File: src/rtl/ball_pkg.sv
// ----------------------------------------------------------------------------
// ball_pkg
// Shared types and constants for the ball collision logic.
//   NUM_BALLS    : number of ball objects tracked per collision source
//   ball_idx_t   : index of each ball inside the per-ball slot vectors
//   col_arm_st_t : arming state of the collision detector
//   ropeEnabled  : rope collisions are live in both GRACE and ARMED
// ----------------------------------------------------------------------------
package ball_pkg;

   localparam int NUM_BALLS = 3;

   typedef enum logic [1:0] {
      HUGE = 2'd0,
      BIG1 = 2'd1,
      BIG2 = 2'd2
   } ball_idx_t;

   typedef enum logic [1:0] {
      IDLE  = 2'd0,
      GRACE = 2'd1,
      ARMED = 2'd2
   } col_arm_st_t;

   function automatic logic ropeEnabled(input col_arm_st_t st);
      return (st == GRACE) || (st == ARMED);
   endfunction

endpackage

File: src/rtl/ball_collision_detector_if.sv
// ----------------------------------------------------------------------------
// ball_collision_detector_if
// Bundles the per-pixel drawing requests, frame/unit controls and the
// collision pulses exchanged with the ball collision detector.
//   master : drives drawing requests / controls, receives collision pulses
//   slave  : the detector itself
// ----------------------------------------------------------------------------
interface ball_collision_detector_if;

   logic startOfFrame;
   logic unitActive;
   logic ropeDrawingRequest;
   logic playerDrawingRequest;
   logic hugeBallDrawingRequest;
   logic bigBall1DrawingRequest;
   logic bigBall2DrawingRequest;

   logic col_rope_hugeBall;
   logic col_rope_bigBall1;
   logic col_rope_bigBall2;
   logic col_player_hugeBall;
   logic col_player_bigBall1;
   logic col_player_bigBall2;
   logic armed;

   modport master (
      output startOfFrame, unitActive,
      output ropeDrawingRequest, playerDrawingRequest,
      output hugeBallDrawingRequest, bigBall1DrawingRequest, bigBall2DrawingRequest,
      input  col_rope_hugeBall, col_rope_bigBall1, col_rope_bigBall2,
      input  col_player_hugeBall, col_player_bigBall1, col_player_bigBall2,
      input  armed
   );

   modport slave (
      input  startOfFrame, unitActive,
      input  ropeDrawingRequest, playerDrawingRequest,
      input  hugeBallDrawingRequest, bigBall1DrawingRequest, bigBall2DrawingRequest,
      output col_rope_hugeBall, col_rope_bigBall1, col_rope_bigBall2,
      output col_player_hugeBall, col_player_bigBall1, col_player_bigBall2,
      output armed
   );

endinterface

File: src/rtl/ball_collision_detector_col_one_shot.sv
// ----------------------------------------------------------------------------
// col_one_shot
// One (object, ball) collision slot: emits a single registered pulse for the
// first enabled hit of a frame and then stays silent until cleared.
//   clk    : pixel clock
//   resetN : asynchronous active-low reset
//   clear  : start a new frame (forget that the slot already fired)
//   enable : slot allowed to fire
//   hit    : combinational overlap for the current pixel
//   pulse  : registered one-cycle collision pulse
// ----------------------------------------------------------------------------
module col_one_shot (
   input  logic clk,
   input  logic resetN,
   input  logic clear,
   input  logic enable,
   input  logic hit,
   output logic pulse
);

   logic firedReg, firedNext;
   logic pulseReg, pulseNext;
   logic liveHit;

   always_comb begin
      liveHit   = hit && enable;
      // A hit coinciding with clear belongs to the new frame, so it fires
      // regardless of the old fired flag.
      pulseNext = liveHit && (clear || !firedReg);
      firedNext = clear ? liveHit : (firedReg || liveHit);
   end

   always_ff @(posedge clk or negedge resetN) begin
      if (!resetN) begin
         firedReg <= 1'b0;
         pulseReg <= 1'b0;
      end else begin
         firedReg <= firedNext;
         pulseReg <= pulseNext;
      end
   end

   assign pulse = pulseReg;

endmodule

File: src/rtl/ball_collision_detector.sv
// ----------------------------------------------------------------------------
// ball_collision_detector
// Produces at most one collision pulse per (rope|player, ball) pair per frame
// from the per-pixel drawing requests. An arming FSM keeps player hits
// suppressed for GRACE_FRAMES frames after the unit becomes active; rope hits
// are already live during that grace period.
//   clk    : pixel clock
//   resetN : asynchronous active-low reset
//   bus    : drawing requests, startOfFrame, unitActive in; col_* pulses and
//            armed out (all outputs registered)
// Parameters: GRACE_FRAMES (0..255), CNT_W (grace counter width)
// ----------------------------------------------------------------------------
module ball_collision_detector
   import ball_pkg::*;
#(
   parameter int GRACE_FRAMES = 60,
   parameter int CNT_W        = 8
) (
   input  logic                      clk,
   input  logic                      resetN,
   ball_collision_detector_if.slave  bus
);

   localparam logic [CNT_W-1:0] GRACE_LOAD = CNT_W'(GRACE_FRAMES);

   col_arm_st_t            stateReg;
   logic [CNT_W-1:0]       graceCntReg;
   logic                   armedReg;

   logic [NUM_BALLS-1:0]   ballReq;
   logic [NUM_BALLS-1:0]   ropePulse;
   logic [NUM_BALLS-1:0]   playerPulse;
   logic                   clearFlags;
   logic                   ropeEn;
   logic                   playerEn;

   assign ballReq[HUGE] = bus.hugeBallDrawingRequest;
   assign ballReq[BIG1] = bus.bigBall1DrawingRequest;
   assign ballReq[BIG2] = bus.bigBall2DrawingRequest;

   // unitActive is folded in combinationally so that the cycle it drops
   // already issues no pulse and wipes the frame flags.
   assign clearFlags = bus.startOfFrame || !bus.unitActive || (stateReg == IDLE);
   assign ropeEn     = bus.unitActive && ropeEnabled(stateReg);
   assign playerEn   = bus.unitActive && (stateReg == ARMED);

   generate
      for (genvar gi = 0; gi < NUM_BALLS; gi++) begin : gSlot
         col_one_shot uRope (
            .clk    (clk),
            .resetN (resetN),
            .clear  (clearFlags),
            .enable (ropeEn),
            .hit    (bus.ropeDrawingRequest && ballReq[gi]),
            .pulse  (ropePulse[gi])
         );

         col_one_shot uPlayer (
            .clk    (clk),
            .resetN (resetN),
            .clear  (clearFlags),
            .enable (playerEn),
            .hit    (bus.playerDrawingRequest && ballReq[gi]),
            .pulse  (playerPulse[gi])
         );
      end
   endgenerate

   // Arming FSM. The counter only decrements while non-zero, so it saturates
   // at 0; reaching 0 moves to ARMED on the following edge.
   always_ff @(posedge clk or negedge resetN) begin
      if (!resetN) begin
         stateReg    <= IDLE;
         graceCntReg <= '0;
         armedReg    <= 1'b0;
      end else begin
         case (stateReg)
            IDLE: begin
               armedReg <= 1'b0;
               if (bus.unitActive) begin
                  stateReg    <= GRACE;
                  graceCntReg <= GRACE_LOAD;
               end else begin
                  graceCntReg <= '0;
               end
            end
            GRACE: begin
               if (!bus.unitActive) begin
                  stateReg    <= IDLE;
                  graceCntReg <= '0;
                  armedReg    <= 1'b0;
               end else if (graceCntReg == '0) begin
                  stateReg <= ARMED;
                  armedReg <= 1'b1;
               end else if (bus.startOfFrame) begin
                  graceCntReg <= graceCntReg - 1'b1;
               end
            end
            ARMED: begin
               if (!bus.unitActive) begin
                  stateReg    <= IDLE;
                  graceCntReg <= '0;
                  armedReg    <= 1'b0;
               end
            end
            default: begin
               stateReg    <= IDLE;
               graceCntReg <= '0;
               armedReg    <= 1'b0;
            end
         endcase
      end
   end

   assign bus.col_rope_hugeBall   = ropePulse[HUGE];
   assign bus.col_rope_bigBall1   = ropePulse[BIG1];
   assign bus.col_rope_bigBall2   = ropePulse[BIG2];
   assign bus.col_player_hugeBall = playerPulse[HUGE];
   assign bus.col_player_bigBall1 = playerPulse[BIG1];
   assign bus.col_player_bigBall2 = playerPulse[BIG2];
   assign bus.armed               = armedReg;

endmodule

File: src/flat_wrapper.sv
// flat-port wrapper written by rule: the top's interface ports become plain ports
module ball_collision_detector_flat import ball_pkg::*;
#(
   parameter int GRACE_FRAMES = 60,
   parameter int CNT_W        = 8
)
  (clk, resetN, bus_startOfFrame, bus_unitActive, bus_ropeDrawingRequest, bus_playerDrawingRequest, bus_hugeBallDrawingRequest, bus_bigBall1DrawingRequest, bus_bigBall2DrawingRequest, bus_col_rope_hugeBall, bus_col_rope_bigBall1, bus_col_rope_bigBall2, bus_col_player_hugeBall, bus_col_player_bigBall1, bus_col_player_bigBall2, bus_armed);
  ball_collision_detector_if bus_i ();
  input  logic clk;
  input  logic resetN;
  input wire logic [$bits(bus_i.startOfFrame)-1:0] bus_startOfFrame;
  input wire logic [$bits(bus_i.unitActive)-1:0] bus_unitActive;
  input wire logic [$bits(bus_i.ropeDrawingRequest)-1:0] bus_ropeDrawingRequest;
  input wire logic [$bits(bus_i.playerDrawingRequest)-1:0] bus_playerDrawingRequest;
  input wire logic [$bits(bus_i.hugeBallDrawingRequest)-1:0] bus_hugeBallDrawingRequest;
  input wire logic [$bits(bus_i.bigBall1DrawingRequest)-1:0] bus_bigBall1DrawingRequest;
  input wire logic [$bits(bus_i.bigBall2DrawingRequest)-1:0] bus_bigBall2DrawingRequest;
  output wire logic [$bits(bus_i.col_rope_hugeBall)-1:0] bus_col_rope_hugeBall;
  output wire logic [$bits(bus_i.col_rope_bigBall1)-1:0] bus_col_rope_bigBall1;
  output wire logic [$bits(bus_i.col_rope_bigBall2)-1:0] bus_col_rope_bigBall2;
  output wire logic [$bits(bus_i.col_player_hugeBall)-1:0] bus_col_player_hugeBall;
  output wire logic [$bits(bus_i.col_player_bigBall1)-1:0] bus_col_player_bigBall1;
  output wire logic [$bits(bus_i.col_player_bigBall2)-1:0] bus_col_player_bigBall2;
  output wire logic [$bits(bus_i.armed)-1:0] bus_armed;
  assign bus_i.startOfFrame = bus_startOfFrame;
  assign bus_i.unitActive = bus_unitActive;
  assign bus_i.ropeDrawingRequest = bus_ropeDrawingRequest;
  assign bus_i.playerDrawingRequest = bus_playerDrawingRequest;
  assign bus_i.hugeBallDrawingRequest = bus_hugeBallDrawingRequest;
  assign bus_i.bigBall1DrawingRequest = bus_bigBall1DrawingRequest;
  assign bus_i.bigBall2DrawingRequest = bus_bigBall2DrawingRequest;
  assign bus_col_rope_hugeBall = bus_i.col_rope_hugeBall;
  assign bus_col_rope_bigBall1 = bus_i.col_rope_bigBall1;
  assign bus_col_rope_bigBall2 = bus_i.col_rope_bigBall2;
  assign bus_col_player_hugeBall = bus_i.col_player_hugeBall;
  assign bus_col_player_bigBall1 = bus_i.col_player_bigBall1;
  assign bus_col_player_bigBall2 = bus_i.col_player_bigBall2;
  assign bus_armed = bus_i.armed;
  ball_collision_detector #(.GRACE_FRAMES(GRACE_FRAMES), .CNT_W(CNT_W)) u_core (.clk(clk), .resetN(resetN), .bus(bus_i));
endmodule
File: config.mk
export PLATFORM = sky130hd
export DESIGN_NAME = ball_collision_detector_flat
export DESIGN_NICKNAME = d
export VERILOG_FILES = /design/src/rtl/ball_pkg.sv /design/src/rtl/ball_collision_detector_if.sv /design/src/rtl/ball_collision_detector_col_one_shot.sv /design/src/rtl/ball_collision_detector.sv /design/src/flat_wrapper.sv
export SDC_FILE = /design/constraint.sdc
export NUM_CORES = 1
export LEC_CHECK = 0
export CORE_ASPECT_RATIO = 0.75
export CORE_MARGIN = 1.5
export CORE_UTILIZATION = 47
export DETAILED_ROUTE_END_ITERATION = 10
export GPL_TIMING_DRIVEN = 0
export HOLD_SLACK_MARGIN = 0.02
export PLACE_DENSITY = 0.74
export SYNTH_ARGS = -nofsm -noshare
export SYNTH_HDL_FRONTEND = slang
export SYNTH_SLANG_ARGS = --single-unit
File: constraint.sdc
create_clock -name clk -period 1.6 [get_ports clk]
set_input_delay 0.32 -clock clk [delete_from_list [all_inputs] [get_ports clk]]
set_output_delay 0.32 -clock clk [all_outputs]
set_load 0.05 [all_outputs]
==> impl_metrics.py <==
metrics = {
    "run_status": {
        "outcome": "finished, violations left",
        "violations": "setup timing",
    },
    "detailed_routing": {
        "final_antenna_net_count": 0,
        "drt_wl_total_um": 2540,
        "vias": 966,
        "drc": 0,
        "drtIter0Drc": 46,
        "viasPerCell": 5.43,
        "first_pass_iters": 4,
        "wl_per_cell_um": 14.2,
    },
    "clocking": {
        "clock_path_buffers": 2,
        "hold_buffers": 0,
        "numCtsBuffers": 3,
        "cts_root_buf": "clkbuf_4",
        "insertion_delay_ns": 0.32,
        "cts.sinks": 23,
        "clk_pin_slew_ns": 0.12,
        "cts_tree": "done",
        "h-tree-depth": 1,
    },
    "global_routing": {
        "grt_overflow": 0,
        "grt_pass1_wl_um": 4020,
        "antenna_found_initial": 0,
        "grt_pass1_vias": 890,
        "grt_usage_pct": 20.4,
        "grt_max_degree": 24,
    },
    "critical_path": {
        "reg2regPathDepth": 6,
        "cp_cell_sequence": "inv_2, ha_4, or3b_4, o21ai_4, nand2_2, a2bb2oi_2",
        "crit_arrival_ns": 1.92,
        "worstSetupPathType": "reg2reg",
        "crit_slowest_cell": "dfrtp_1",
        "crit_path_end_kind": "register",
        "ff2ff_setup_slack_ns": -0.11,
        "cp_max_fo": 7,
        "critical-path-max-stage-delay_ns": 0.42,
        "crit_path_start_kind": "register",
        "crit_required_ns": 1.81,
        "reg2reg_to": "u_core.graceCntReg[3]",
        "rr_startpoint": "u_core.graceCntReg[0]",
    },
    "worst_hold_path": {
        "hold_depth": 1,
        "hold_path.class": "reg2reg",
        "hold_end": "u_core.gSlot[1].uPlayer.pulse",
        "hp-start": "u_core.gSlot[1].uPlayer.firedReg",
    },
    "placement": {
        "gp_congestion": 0.866,
        "place_inst": 167,
        "port_buffers": 14,
        "hpwl_um": 1670,
    },
    "logic_synthesis": {
        "synthTopCellsByArea": "dfrtp_1 (51%), nand2_1 (7.9%), ha_1 (5.5%)",
        "yosysTopAreaCell": "dfrtp_1",
        "synth.net_count": 133,
        "syn_area_mm2": 0.00114,
        "ys_seq_area_share_pct": 50.5,
        "ys_seq_elements": 23,
        "syn_inst": 119,
        "yosys_warnings": 0,
        "synthDistinctLibCells": 32,
        "synth_top_area_share_pct": 50.5,
        "avgSynthCellArea_um2": 9.57,
    },
    "pwr": {
        "p_per_area_mw_per_mm2": 1520,
        "total_leakage_power_nw": 0.720,
        "ir_drop_uv": 775,
        "p_total_w": 0.00225,
    },
    "cells_and_area": {
        "fin_cells": 178,
        "drive_above_1_share_pct": 20.8,
        "syn2layout_area_growth_pct": 30.2,
        "diodes": 0,
        "final_nets": 159,
    },
    "floorplan": {
        "ios": 16,
        "die_area_mm2": 0.00273,
        "dieHeight_um": 45.6,
        "rows": 15,
        "start_util_pct": 49.7,
        "fp.coreArea_mm2": 0.00229,
        "die_w_um": 59.8,
    },
    "sta": {
        "setup_slack_ns": -0.109,
        "final_hold_viol_count": 0,
        "fmax_ghz": 0.585,
        "skew_ns": 0.0139,
        "rsz0062_at_grt": "true",
        "worst_slew_pin_slew_ns": 1.02,
        "period_share_pct": 107,
        "fin_crit_ns": 1.71,
        "maxSlewHeadroom_pct": 31.9,
        "tns_ns": -0.598,
        "setup_viol": 8,
        "slew_violations": 0,
    },
    "job": {
        "maxCapViolCount": 0,
    },
}
[synth_stat cells]
library cell / n
nand2_1: 24
dfrtp_1: 23
o21ai_0: 10
a21oi_1: 9
inv_1: 7
ha_1: 5
nor2_1: 5
clkbuf_1: 4
o211ai_1: 3
or3_1: 3
a41o_1: 2
and3_1: 2
nor3_1: 2
nor4_1: 2
a2111o_1: 1
a211o_1: 1
a21boi_1: 1
a2bb2oi_1: 1
and2_1: 1
mux2i_1: 1
nand2b_1: 1
nand4bb_1: 1
nor3b_1: 1
o21a_1: 1
o21ai_1: 1
o21ai_4: 1
o22ai_1: 1
o311ai_0: 1
o32ai_1: 1
or3b_2: 1
or4_4: 1
xor2_1: 1
[worst max path at each step]
| stage | from | endpoint | slack, ns | cells after the start |
|---|---|---|---|---|
| 2_1_floorplan | u_core.graceCntReg[0] | u_core.graceCntReg[5] | 0.04 | 6 |
| 3_3_place_gp | u_core.stateReg[0] | u_core.gSlot[1].uPlayer.pulse | -0.21 | 6 |
| 3_5_place_dp | u_core.stateReg[1] | u_core.gSlot[1].uRope.pulse | -0.24 | 6 |
| 4_1_cts | u_core.graceCntReg[4] | u_core.graceCntReg[2] | -0.09 | 4 |
| 5_1_grt | u_core.graceCntReg[0] | u_core.graceCntReg[2] | -0.17 | 7 |
| 6_report | u_core.graceCntReg[0] | u_core.graceCntReg[3] | -0.11 | 6 |
[where the power goes]
part	leakage, nW	switching, W	total [W]	internal [W]
combinational	0.394	0.000672	0.00118	0.000504
sequential	0.310	0.0000954	0.000795	0.000700
clock	0.0150	0.000179	0.000277	0.0000977
total	0.720	0.000946	0.00225	0.00130
[registers in the layout (all words and copies together) (netlist names)]
name,cells
u_core.gSlot.uRope.firedReg,3
u_core.bus.armed,1
u_core.stateReg,2
u_core.gSlot.uPlayer.firedReg,3
u_core.gSlot.uRope.pulse,3
u_core.graceCntReg,8
u_core.gSlot.uPlayer.pulse,3
[layout make-up]
class / instances / area (µm²)
Fill cell: 195 / 807
Buffer: 3 / 15.0
Multi-Input combinational cell: 85 / 597
Tap cell: 34 / 42.5
Sequential cell: 23 / 577
Inverter: 7 / 26.3
Clock buffer: 4 / 26.3
Timing Repair Buffer: 22 / 199
[worst max-delay path: cells and delay by family (launching register included)]
kind                     cells  cell delay [ns]
AND/OR/NAND/NOR              2             0.55
AO/OA/AOI/OAI                2             0.43
flip-flops                   1             0.42
adder cells (fa/ha/maj)      1             0.12
buffers and inverters        1             0.10
[layout by cell type (no fill, tap or decap), types with 2 or more instances in the layout]
cell             Yosys  layout
clkdlybuf4s50_1      0       7
buf_6                0       2
clkbuf_4             0       3
nand2_1             24      23
or3_1                3       3
dlygate4sd2_1        0       7
o21ai_0             10       7
nor3_1               2       2
dfrtp_1             23      22
o211ai_1             3       3
nor2_1               5       5
and3_1               2       2
ha_1                 5       2
a41o_1               2       2
inv_1                7       4
nor4_1               2       2
inv_2                0       3
ha_4                 0       2
clkbuf_1             4       3
buf_4                0       7
a21oi_1              9       9
o21ai_1              1       3
[per-stage QoR]
step           hold WS [ns]  util (%)  setup WS [ns]  cell area [µm²]
5_1_grt               0.474      64.8         -0.174             1480
4_1_cts               0.453      61.5        -0.0904             1410
2_1_floorplan        0.0244         -         0.0400             1140
3_5_place_dp          0.436      57.8         -0.243             1320
6_report              0.451      64.8         -0.109             1480
3_3_place_gp          0.426      57.8         -0.206             1320
[cells by family (layout without fill, tap and decap cells)]
family	count (synthesis)	count (layout)	synth area share, %
AO/OA/AOI/OAI	34	34	19.9
AND/OR/NAND/NOR	44	44	18.8
buffers and inverters	11	36	3.63
multiplexers	1	1	0.879
adder cells (fa/ha/maj)	5	5	5.49
flip-flops	23	23	50.5
XOR/XNOR	1	1	0.769
[per-layer routing]
metal | vias up | track usage [%] | part of all wire (%) | routed length, µm
met3 | 6 | 5.11 | 4.9 | 123
met4 | 0 | 8.89 | 1.7 | 43
met1 | 462 | 29.1 | 47 | 1190
met5 | - | 0 | 0 | 0
met2 | 24 | 29.3 | 47 | 1180
li1 | 474 | - | - | -
[what timing repair did]
| item | 4_1_cts | 5_1_grt |
|---|---|---|
| endpoints found under the setup margin | 26 | 21 |
| gates cloned | 0 | 0 |
| buffers inserted | 5 | 3 |
| endpoints found under the hold margin | 0 | 0 |
| pin swaps | 3 | 6 |
| gates resized for setup | 17 | 16 |
(Power assumes the default switching activity.)
